## src/rtl/usb_stream_reader.sv

```systemverilog
// ============================================================================
// Module   : usb_stream_reader
// Function : Streams ADC FIFO segments over the register read port into a
//            credit-controlled buffer feeding a valid/ready USB byte stream.
//            Optional macro USB_STREAM_READER_CKSUM_EN appends an XOR
//            checksum byte after every completed segment.
// Revision : 1.0 - initial release
// ============================================================================
`default_nettype none

module usb_stream_reader #(
  parameter int         pBYTECNT_SIZE = 7,
  parameter logic [7:0] pFIFO_ADDR    = 8'd3,
  parameter int         pREAD_LATENCY = 1,
  parameter int         pBUF_DEPTH    = 4
) (
  input  logic                     clk_usb,
  input  logic                     reset_i,
  input  logic                     enable,
  input  logic [31:0]              segment_size,
  input  logic                     stream_segment_available,
  output logic [7:0]               reg_address,
  output logic [pBYTECNT_SIZE-1:0] reg_bytecnt,
  output logic                     reg_read,
  input  logic [7:0]               reg_datai,
  output logic [7:0]               ep_data,
  output logic                     ep_valid,
  input  logic                     ep_ready,
  output logic                     ep_last,
  output logic                     busy,
  output logic [31:0]              bytes_sent,
  output logic                     size_err
);

  localparam int PTR_W = $clog2(pBUF_DEPTH);
  localparam int CNT_W = PTR_W + 2;

  localparam logic [1:0] S_IDLE  = 2'd0;
  localparam logic [1:0] S_READ  = 2'd1;
  localparam logic [1:0] S_DRAIN = 2'd2;

  logic [1:0]               state;
  logic [1:0]               state_nxt;
  logic [31:0]              remaining;
  logic [CNT_W-1:0]         in_flight;
  logic [CNT_W-1:0]         occupancy;
  logic [PTR_W-1:0]         wr_ptr;
  logic [PTR_W-1:0]         rd_ptr;
  logic [7:0]               mem_data [pBUF_DEPTH];
  logic                     mem_last [pBUF_DEPTH];
  logic [pREAD_LATENCY-1:0] pipe_vld;
  logic [pREAD_LATENCY-1:0] pipe_last;

  logic       start;
  logic       start_ok;
  logic       credit_ok;
  logic       issue;
  logic       last_tag;
  logic       pipe_push;
  logic       push;
  logic [7:0] push_data;
  logic       push_last;
  logic       pop;
  logic       drain_done;

  assign start     = (state == S_IDLE) && enable && stream_segment_available &&
                     (occupancy == '0) && (in_flight == '0);
  assign start_ok  = start && (segment_size != 32'd0);
  // Buffered plus outstanding bytes must always fit in the buffer.
  assign credit_ok = (occupancy + in_flight) < CNT_W'(pBUF_DEPTH);
  assign issue     = (state == S_READ) && enable && (remaining != 32'd0) && credit_ok;
  assign pipe_push = pipe_vld[pREAD_LATENCY-1];
  assign pop       = ep_valid && ep_ready;

`ifdef USB_STREAM_READER_CKSUM_EN
  logic [7:0] cksum;
  logic       cksum_sent;
  logic       aborted;
  logic       cksum_push;

  assign last_tag   = 1'b0;
  assign cksum_push = (state == S_DRAIN) && !aborted && !cksum_sent &&
                      (in_flight == '0) && (occupancy < CNT_W'(pBUF_DEPTH));
  assign push       = pipe_push || cksum_push;
  assign push_data  = pipe_push ? reg_datai : cksum;
  assign push_last  = pipe_push ? pipe_last[pREAD_LATENCY-1] : 1'b1;
  assign drain_done = (in_flight == '0) && (occupancy == '0) && (aborted || cksum_sent);

  always_ff @(posedge clk_usb or posedge reset_i) begin
    if (reset_i) begin
      cksum      <= 8'd0;
      cksum_sent <= 1'b0;
      aborted    <= 1'b0;
    end else begin
      if (start_ok) begin
        cksum      <= 8'd0;
        cksum_sent <= 1'b0;
        aborted    <= 1'b0;
      end else begin
        if (pipe_push)                     cksum      <= cksum ^ reg_datai;
        if (cksum_push)                    cksum_sent <= 1'b1;
        if ((state == S_READ) && !enable)  aborted    <= 1'b1;
      end
    end
  end
`else
  assign last_tag   = 1'b1;
  assign push       = pipe_push;
  assign push_data  = reg_datai;
  assign push_last  = pipe_last[pREAD_LATENCY-1];
  assign drain_done = (in_flight == '0) && (occupancy == '0);
`endif

  // State register
  always_ff @(posedge clk_usb or posedge reset_i) begin
    if (reset_i) state <= S_IDLE;
    else         state <= state_nxt;
  end

  // Next-state logic
  always_comb begin
    state_nxt = state;
    case (state)
      S_IDLE:  if (start_ok) state_nxt = S_READ;
      S_READ: begin
        if (!enable)                              state_nxt = S_DRAIN;
        else if (issue && (remaining == 32'd1))   state_nxt = S_DRAIN;
      end
      S_DRAIN: if (drain_done) state_nxt = S_IDLE;
      default: state_nxt = S_IDLE;
    endcase
  end

  // Output logic
  always_comb begin
    reg_read    = issue;
    reg_address = issue ? pFIFO_ADDR : 8'd0;
    busy        = (state != S_IDLE);
    ep_valid    = (occupancy != '0);
    ep_data     = ep_valid ? mem_data[rd_ptr] : 8'd0;
    ep_last     = ep_valid && mem_last[rd_ptr];
  end

  generate
    if (pREAD_LATENCY > 1) begin : g_pipe_deep
      always_ff @(posedge clk_usb or posedge reset_i) begin
        if (reset_i) begin
          pipe_vld  <= '0;
          pipe_last <= '0;
        end else begin
          pipe_vld  <= {pipe_vld[pREAD_LATENCY-2:0], issue};
          pipe_last <= {pipe_last[pREAD_LATENCY-2:0], issue && last_tag && (remaining == 32'd1)};
        end
      end
    end else begin : g_pipe_single
      always_ff @(posedge clk_usb or posedge reset_i) begin
        if (reset_i) begin
          pipe_vld  <= '0;
          pipe_last <= '0;
        end else begin
          pipe_vld  <= issue;
          pipe_last <= issue && last_tag && (remaining == 32'd1);
        end
      end
    end
  endgenerate

  always_ff @(posedge clk_usb or posedge reset_i) begin
    if (reset_i) begin
      remaining   <= 32'd0;
      reg_bytecnt <= '0;
      in_flight   <= '0;
      occupancy   <= '0;
      wr_ptr      <= '0;
      rd_ptr      <= '0;
      bytes_sent  <= 32'd0;
      size_err    <= 1'b0;
    end else begin
      if (start && (segment_size == 32'd0)) size_err <= 1'b1;

      if (start_ok)   remaining <= segment_size;
      else if (issue) remaining <= remaining - 32'd1;

      if (issue)                                reg_bytecnt <= reg_bytecnt + pBYTECNT_SIZE'(1);
      else if ((state == S_DRAIN) && drain_done) reg_bytecnt <= '0;

      in_flight <= in_flight + CNT_W'(issue) - CNT_W'(pipe_push);

      if (push) wr_ptr <= wr_ptr + PTR_W'(1);
      if (pop)  begin
        rd_ptr     <= rd_ptr + PTR_W'(1);
        bytes_sent <= bytes_sent + 32'd1;
      end
      if (push && !pop)      occupancy <= occupancy + CNT_W'(1);
      else if (!push && pop) occupancy <= occupancy - CNT_W'(1);
    end
  end

  always_ff @(posedge clk_usb) begin
    if (push) begin
      mem_data[wr_ptr] <= push_data;
      mem_last[wr_ptr] <= push_last;
    end
  end

  // The credit rule makes a write into a full buffer impossible.
  a_no_overflow: assert property (@(posedge clk_usb) disable iff (reset_i)
                                  !(push && (occupancy == CNT_W'(pBUF_DEPTH))));

endmodule

`default_nettype wire

```

## config.mk

```make
export PLATFORM = sky130hd
export DESIGN_NAME = usb_stream_reader
export DESIGN_NICKNAME = d
export VERILOG_FILES = /design/src/rtl/usb_stream_reader.sv
export SDC_FILE = /design/constraint.sdc
export NUM_CORES = 1
export LEC_CHECK = 0
export BUFFER_PORTS_ARGS = -buffer_cell sky130_fd_sc_hd__buf_2
export CORE_UTILIZATION = 61
export CTS_BUF_LIST = sky130_fd_sc_hd__clkbuf_16
export DETAILED_ROUTE_END_ITERATION = 16
export PLACE_DENSITY = 0.86
export SLEW_MARGIN = 5
export SYNTH_ARGS = -nofsm -noshare
export SYNTH_HDL_FRONTEND = slang
export SYNTH_SLANG_ARGS = --single-unit
```

## constraint.sdc

```tcl
create_clock -name clk_usb -period 6.4 [get_ports clk_usb]
set_input_delay 0.64 -clock clk_usb [delete_from_list [all_inputs] [get_ports clk_usb]]
set_output_delay 0.64 -clock clk_usb [all_outputs]
set_load 0.01 [all_outputs]
```

==> impl_results.md, run 1 <==
* Status: finished, final reports clean
* Clk_lat worst skew at 0.41 ns
* Fin crit share at 0.6879
* Ys flop type: dfrtp_1
* Sequential fraction of the synthesis area at 0.5294
* Clock Tree Root: clkbuf_16
* Critical path buffers and inverters at 2
* First-pass GRT wire length at 22.11 mm
* CP top delay family: simple AND/OR/NAND/NOR gates
* Crit start category: flop
* Final worst setup slack at roughly 2.0 ns
* GPL Wtd Cong at 0.9069
* Max Clock Skew at slightly below 0.007 ns
* Area Overhead vs Synth at 19.55%
* Avg WL per Cell at ~17 um
* Slowest stage cell, crit path: nand2_1
* Crit-path cells: or4_4 > nor4_1 > nand4_1 > nand2_1 > inv_2 > buf_2
* Num Clock Sinks at 124
* 1st-pass router iterations at 6
* Die H at about 100 um
* Setup TNS at 0 ns
* Std-Cell Rows at 36
* Final WL at between 10 and 15 mm
* Cts repair resizes at 0
* Layout cell share with drive strength beyond 1 at 0.2360
* CTS tree: done
* Hold Path Class: in2reg
* Max Fclk at around 230 MHz
* Final setup fails at 0
* Critical Path AT at 3.76 ns
* Area after DPL at 6794 sq um
* #FFs+latches synth at approximately 120
* Power Dens Cells at 257.6 nW/um^2
* CP endpoint kind: primary output
* Leading area contributor after synthesis: dfrtp_1
* EDFF count, synth at 36
* Initial core utilization at 0.6316
* Place WS at between 2 and 2.5 ns
* Worst-path clk slew at 0.06 ns
* Final Util at 0.7551
* Flop-to-flop setup slack at around 2.3 ns
* Detailed Place HPWL at 9.405 mm
* Remaining Overflow, GRT at 0
* RSZ-0062 raised after global routing: no
* Post-layout min period at approximately 4.4 ns
* Syn avg cell area at between 10 and 15 sq um
* Final Cell Area at 7415 sq um
* Req. time, crit path at ~5.8 ns
* Ys async rst share at 0.7097
* Chip Width at 102.8 um
* Area of the core at ~10000 sq um
* Vias in the first global route at ~4,700
* Top-Level Pins at approximately 110
* Vias/cell at between 6 and 7
* Hold Slack at about 0.45 ns
* Hold Vio Cnt, Final at 0
* Antenna violations before repair at 0
* Ant. Diodes at 0
* TritonCTS buffer count at 17
* H-tree Lvls at 4
* Leakage at about 3.4 nW
* Most frequent cell after synthesis: dfrtp_1
* DRT iter0 DRCs at 330
* Post-CTS Hold Buffers at 0
* GRT Util Overall at 0.2786
* Remaining antenna violation count at 0
* Area of the die at roughly 11,000 sq um
* Maximum vdd drop at between 0.0001 and 0.00015 V
* Final net count at 731
* CP max FO at 28
* Max Slew Vio Count at 0
* Top-area cell type share of the netlist area at 0.3551
* Worst-Margin Slew at around 1.3 ns
* Cell variety after synth at a little under 60
* Slowest Stage Delay on Critical Path at about 0.8 ns
* Drc violations at 0
* Post-Synthesis Cell Area at a little over 6000 sq um
* Post-synth top cells: dfrtp_1, nand2_1, xnor2_1, edfxtp_1, nor2_1
* Pin count of the biggest net entering global routing at 89
* Post-CTS setup buffer count at 0
* Worst slew margin at 0.1291
* Yosys Warn Count at 0
* I/O Buffers at 98
* Clock Path Buffers at 2
* Via count at 4,885
* Mapped Cells at roughly 560
* Worst setup path class: reg2out
* Top post-synthesis cells by area: dfrtp_1, edfxtp_1, xnor2_1, ha_1, nand2_1
* Max-cap violation count at 0
[routing by layer]
layer	vias up	track usage	wire, um
met5	-	0	0
met4	0	0.1127	307
met3	41	0.06508	1019
met2	260	0.4631	6898
met1	2338	0.3547	5932
li1	2246	-	-
[cell type report]
class | instances | area (sq um)
Inverter | 19 | 72.57
Timing Repair Buffer | 103 | 528.0
Clock buffer | 17 | 425.4
Multi-Input combinational cell | 400 | 2744
Clock inverter | 15 | 195.2
Sequential cell | 124 | 3283
Fill cell | 633 | 2405
Tap cell | 133 | 166.4
[report_power, final]
group	leakage [nW]	internal (mW)	total (mW)	switching (mW)
Combinational	1.60	0.0279	0.0699	0.0421
Clock	0.309	0.651	1.01	0.355
Sequential	1.49	0.824	0.833	0.00899
Total	3.40	1.50	1.91	0.406
[per-stage QoR]
stage	total power [mW]	std cells
5_1_grt	1.961	811
3_5_place_dp	0.9156	779
2_1_floorplan	0.8872	567
3_3_place_gp	0.9125	779
4_1_cts	1.915	811
6_report	1.910	811
[worst reg2reg max path, delay by kind of cell, from the launching register on]
family / cells / cell delay [ns]
fa+ha+maj: 2 / 0.73
xor+xnor: 1 / 0.17
flops: 1 / 0.41
buf+inv: 1 / 0.36
simple gates: 4 / 2.34
[sequential cells by signal (all words and copies together), names as in the netlist]
register	cells
bytes_sent	32
state	2
remaining	32
rd_ptr	2
size_err	1
mem_data	32
occupancy	4
pipe_push	1
pipe_last	1
mem_last	4
reg_bytecnt	7
in_flight	4
wr_ptr	2
[path summary, 6_finish.rpt]
check | depth (start not counted) | end | start
max | 6 | reg_read | remaining[11]
min | 3 | remaining[25] | segment_size[25]
max reg2reg | 8 | in_flight[2] | remaining[11]
min reg2reg | 1 | bytes_sent[31] | bytes_sent[31]
max in group asynchronous | 3 | remaining[10] | reset_i
min in group asynchronous | 3 | remaining[20] | reset_i
[placed cells by master (no fill, tap or decap), types with 3 or more instances in the layout]
master / n
a211o_1: 3
a21o_1: 7
a21oi_1: 11
a221o_1: 6
and2_1: 14
and3_1: 13
buf_2: 98
buf_4: 5
bufinv_16: 4
clkbuf_16: 17
clkinv_2: 5
conb_1: 6
dfrtp_1: 88
edfxtp_1: 36
ha_1: 19
inv_1: 18
inv_6: 3
mux4_2: 9
nand2_1: 56
nand2b_1: 3
nand3_1: 20
nand3b_1: 4
nand4_1: 12
nor2_1: 36
nor3_1: 12
nor4_1: 26
o21ai_0: 26
o311ai_0: 5
or2_2: 4
or3_1: 10
or3_2: 3
or4_1: 3
xnor2_1: 37
xor2_1: 22
[cell families (layout without fill, tap and decap cells)]
group           count (synthesis)  count (layout)  share of synthesized area
compound gates                 71              71                    0.07545
xor+xnor                       59              59                    0.08332
fa+ha+maj                      21              21                    0.04479
buf+inv                        43             154                    0.03127
flops                         124             124                     0.5294
mux                            11              11                    0.03611
other cells                     1               6                  0.0006046
simple gates                  232             232                     0.1991
Power figures use the tool's default switching activity.
==> inputs of run 2 (changes only) <==
--- a/config.mk
+++ b/config.mk
@@ -6,10 +6,10 @@
 export NUM_CORES = 1
 export LEC_CHECK = 0
 export BUFFER_PORTS_ARGS = -buffer_cell sky130_fd_sc_hd__buf_2
-export CORE_UTILIZATION = 61
+export CORE_UTILIZATION = 56
 export CTS_BUF_LIST = sky130_fd_sc_hd__clkbuf_16
 export DETAILED_ROUTE_END_ITERATION = 16
-export PLACE_DENSITY = 0.86
+export PLACE_DENSITY = 0.8
 export SLEW_MARGIN = 5
 export SYNTH_ARGS = -nofsm -noshare
 export SYNTH_HDL_FRONTEND = slang
==> constraint.sdc (replaced) <==
create_clock -name clk_usb -period 4.4 [get_ports clk_usb]
set_input_delay 0.44 -clock clk_usb [delete_from_list [all_inputs] [get_ports clk_usb]]
set_output_delay 0.44 -clock clk_usb [all_outputs]
set_load 0.01 [all_outputs]
==> impl_results.md, run 2 (same netlist as run 1, synthesis figures left out) <==
* Most frequent cells in the layout: buf_2, dfrtp_1, nand2_1, xnor2_1
* Pin count of the biggest net entering global routing at 50
* Ant. Diodes at 0
* Flop-to-flop setup slack at ~1.2 ns
* H-tree Lvls at 4
* DR WL met2 at roughly 6.6 mm
* Post-CTS Hold Buffers at 0
* Layout cell share with drive strength beyond 1 at 0.2364
* Max Clock Skew at 0.007586 ns
* Metal3 WL at ~830 um
* Worst r2r path cells at 8
* Final net count at approximately 730
* Num Clock Sinks at 124
* Hold Vio Cnt, Final at 0
* Worst slew margin at 0.4897
* Area of the core at 10,790 sq um
* Hold Path Class: in2async
* Worst-path clk slew at approximately 0.060 ns
* Area after DPL at about 7000 sq um
* Final WL at around 13 mm
* Area of the die at between 10,000 and 15,000 sq um
* Avg WL per Cell at approximately 16 um
* Cts repair resizes at 0
* Hold Slack at 0.1087 ns
* Max Slew Vio Count at 0
* Max Fclk at between 200 and 300 MHz
* Top-Level Pins at between 100 and 150
* Top Layer Used: met4
* Crit Reg-Reg Endpoint: in_flight[2]
* Maximum vdd drop at 0.0002485 V
* CP endpoint kind: primary output
* First-pass GRT wire length at between 20 and 25 mm
* Fillers at roughly 800
* Critical Path AT at 2.90 ns
* Largest registers: bytes_sent x32, mem_data x32, remaining x32
* Remaining antenna violation count at 0
* Remaining Overflow, GRT at 0
* Vias in the first global route at 4,563
* Detailed Place HPWL at approximately 9.4 mm
* Power Dens Cells at around 360 nW/um^2
* Post-CTS setup buffer count at 0
* I/O Buffers at between 90 and 100
* RSZ-0062 raised after global routing: no
* Status: finished, final reports clean
* Std-Cell Rows at 38
* Post-route met1 wirelength at roughly 5.6 mm
* Drc violations at 0
* TritonCTS buffer count at 17
* GPL Wtd Cong at about 0.84
* Final setup fails at 0
* Worst-Margin Slew at 0.7584 ns
* Clock Tree Root: clkbuf_16
* Most common cell after layout, fill and taps aside: buf_2
* 1st-pass router iterations at 4
* CP max FO at 19
* Leakage at 3.383 nW
* GRT Util Overall at 0.2485
* Chip Width at roughly 110 um
* RR Startpoint: remaining[11]
* Worst setup path class: reg2out
* Fin crit share at 0.7581
* Max-cap violation count at 0
* Antenna violations before repair at 0
* Crit start category: flop
* Die H at about 110 um
* Vias/cell at roughly 5.7
* Clk_lat worst skew at 0.41 ns
* Post-layout min period at between 3 and 4 ns
* CTS tree: done
* Area Overhead vs Synth at 19.29%
* Setup TNS at 0 ns
* DRT iter0 DRCs at between 300 and 400
* Clock Path Buffers at 2
* Req. time, crit path at between 3 and 4 ns
* Final Cell Area at about 7400 sq um
* Via count at between 4,000 and 5,000
* Initial core utilization at 0.5747
[run 2: layout make-up]
class / instances / area, sq um / share of cell area
Sequential cell: 124 / 3283 / 0.4438
Multi-Input combinational cell: 400 / 2744 / 0.3709
Timing Repair Buffer: 106 / 550.5 / 0.07441
Clock buffer: 17 / 425.4 / 0.05750
Tap cell: 140 / 175.2 / 0.02368
Clock inverter: 15 / 147.6 / 0.01996
Inverter: 19 / 72.57 / 0.009809
[run 2: worst max-delay path by stage]
stage	slack (ns)	cells after the start	to	startpoint
detailed placement	1.23	8	in_flight[2]	remaining[11]
CTS	1.08	6	reg_address[1]	remaining[11]
global route	0.93	6	reg_address[1]	remaining[11]
finish	1.06	6	reg_address[1]	remaining[11]
global placement	1.36	8	in_flight[2]	remaining[11]
floorplan	1.34	9	in_flight[2]	remaining[11]
[run 2: stage by stage]
step | worst slack, ns | total power, mW | utilization | std cells
2_1_floorplan | 1.342 | 1.290 | - | 567
3_3_place_gp | 1.357 | 1.329 | 0.6324 | 789
3_5_place_dp | 1.229 | 1.334 | 0.6324 | 789
4_1_cts | 1.081 | 2.675 | 0.6855 | 821
5_1_grt | 0.9292 | 2.735 | 0.6855 | 821
6_report | 1.064 | 2.655 | 0.6855 | 821
[run 2: power by group]
| group | internal [mW] | switching [mW] |
|---|---|---|
| logic | 0.0412 | 0.0616 |
| clock network | 0.830 | 0.510 |
| registers | 1.20 | 0.0129 |
| total | 2.07 | 0.584 |
[run 2: worst max-delay path, stage by stage, from the launching register on]
cell     delay, ns
dfrtp_1       0.41
or4_4         0.56
nor4_1        0.59
nand4_1       0.36
nand2_1       0.22
inv_2         0.16
buf_2         0.18
[run 2: per-layer routing]
layer	global-route usage	up-vias
li1	-	2237
met1	0.3224	2279
met3	0.04438	18
met2	0.4078	184
met4	0.1125	0
met5	0	-
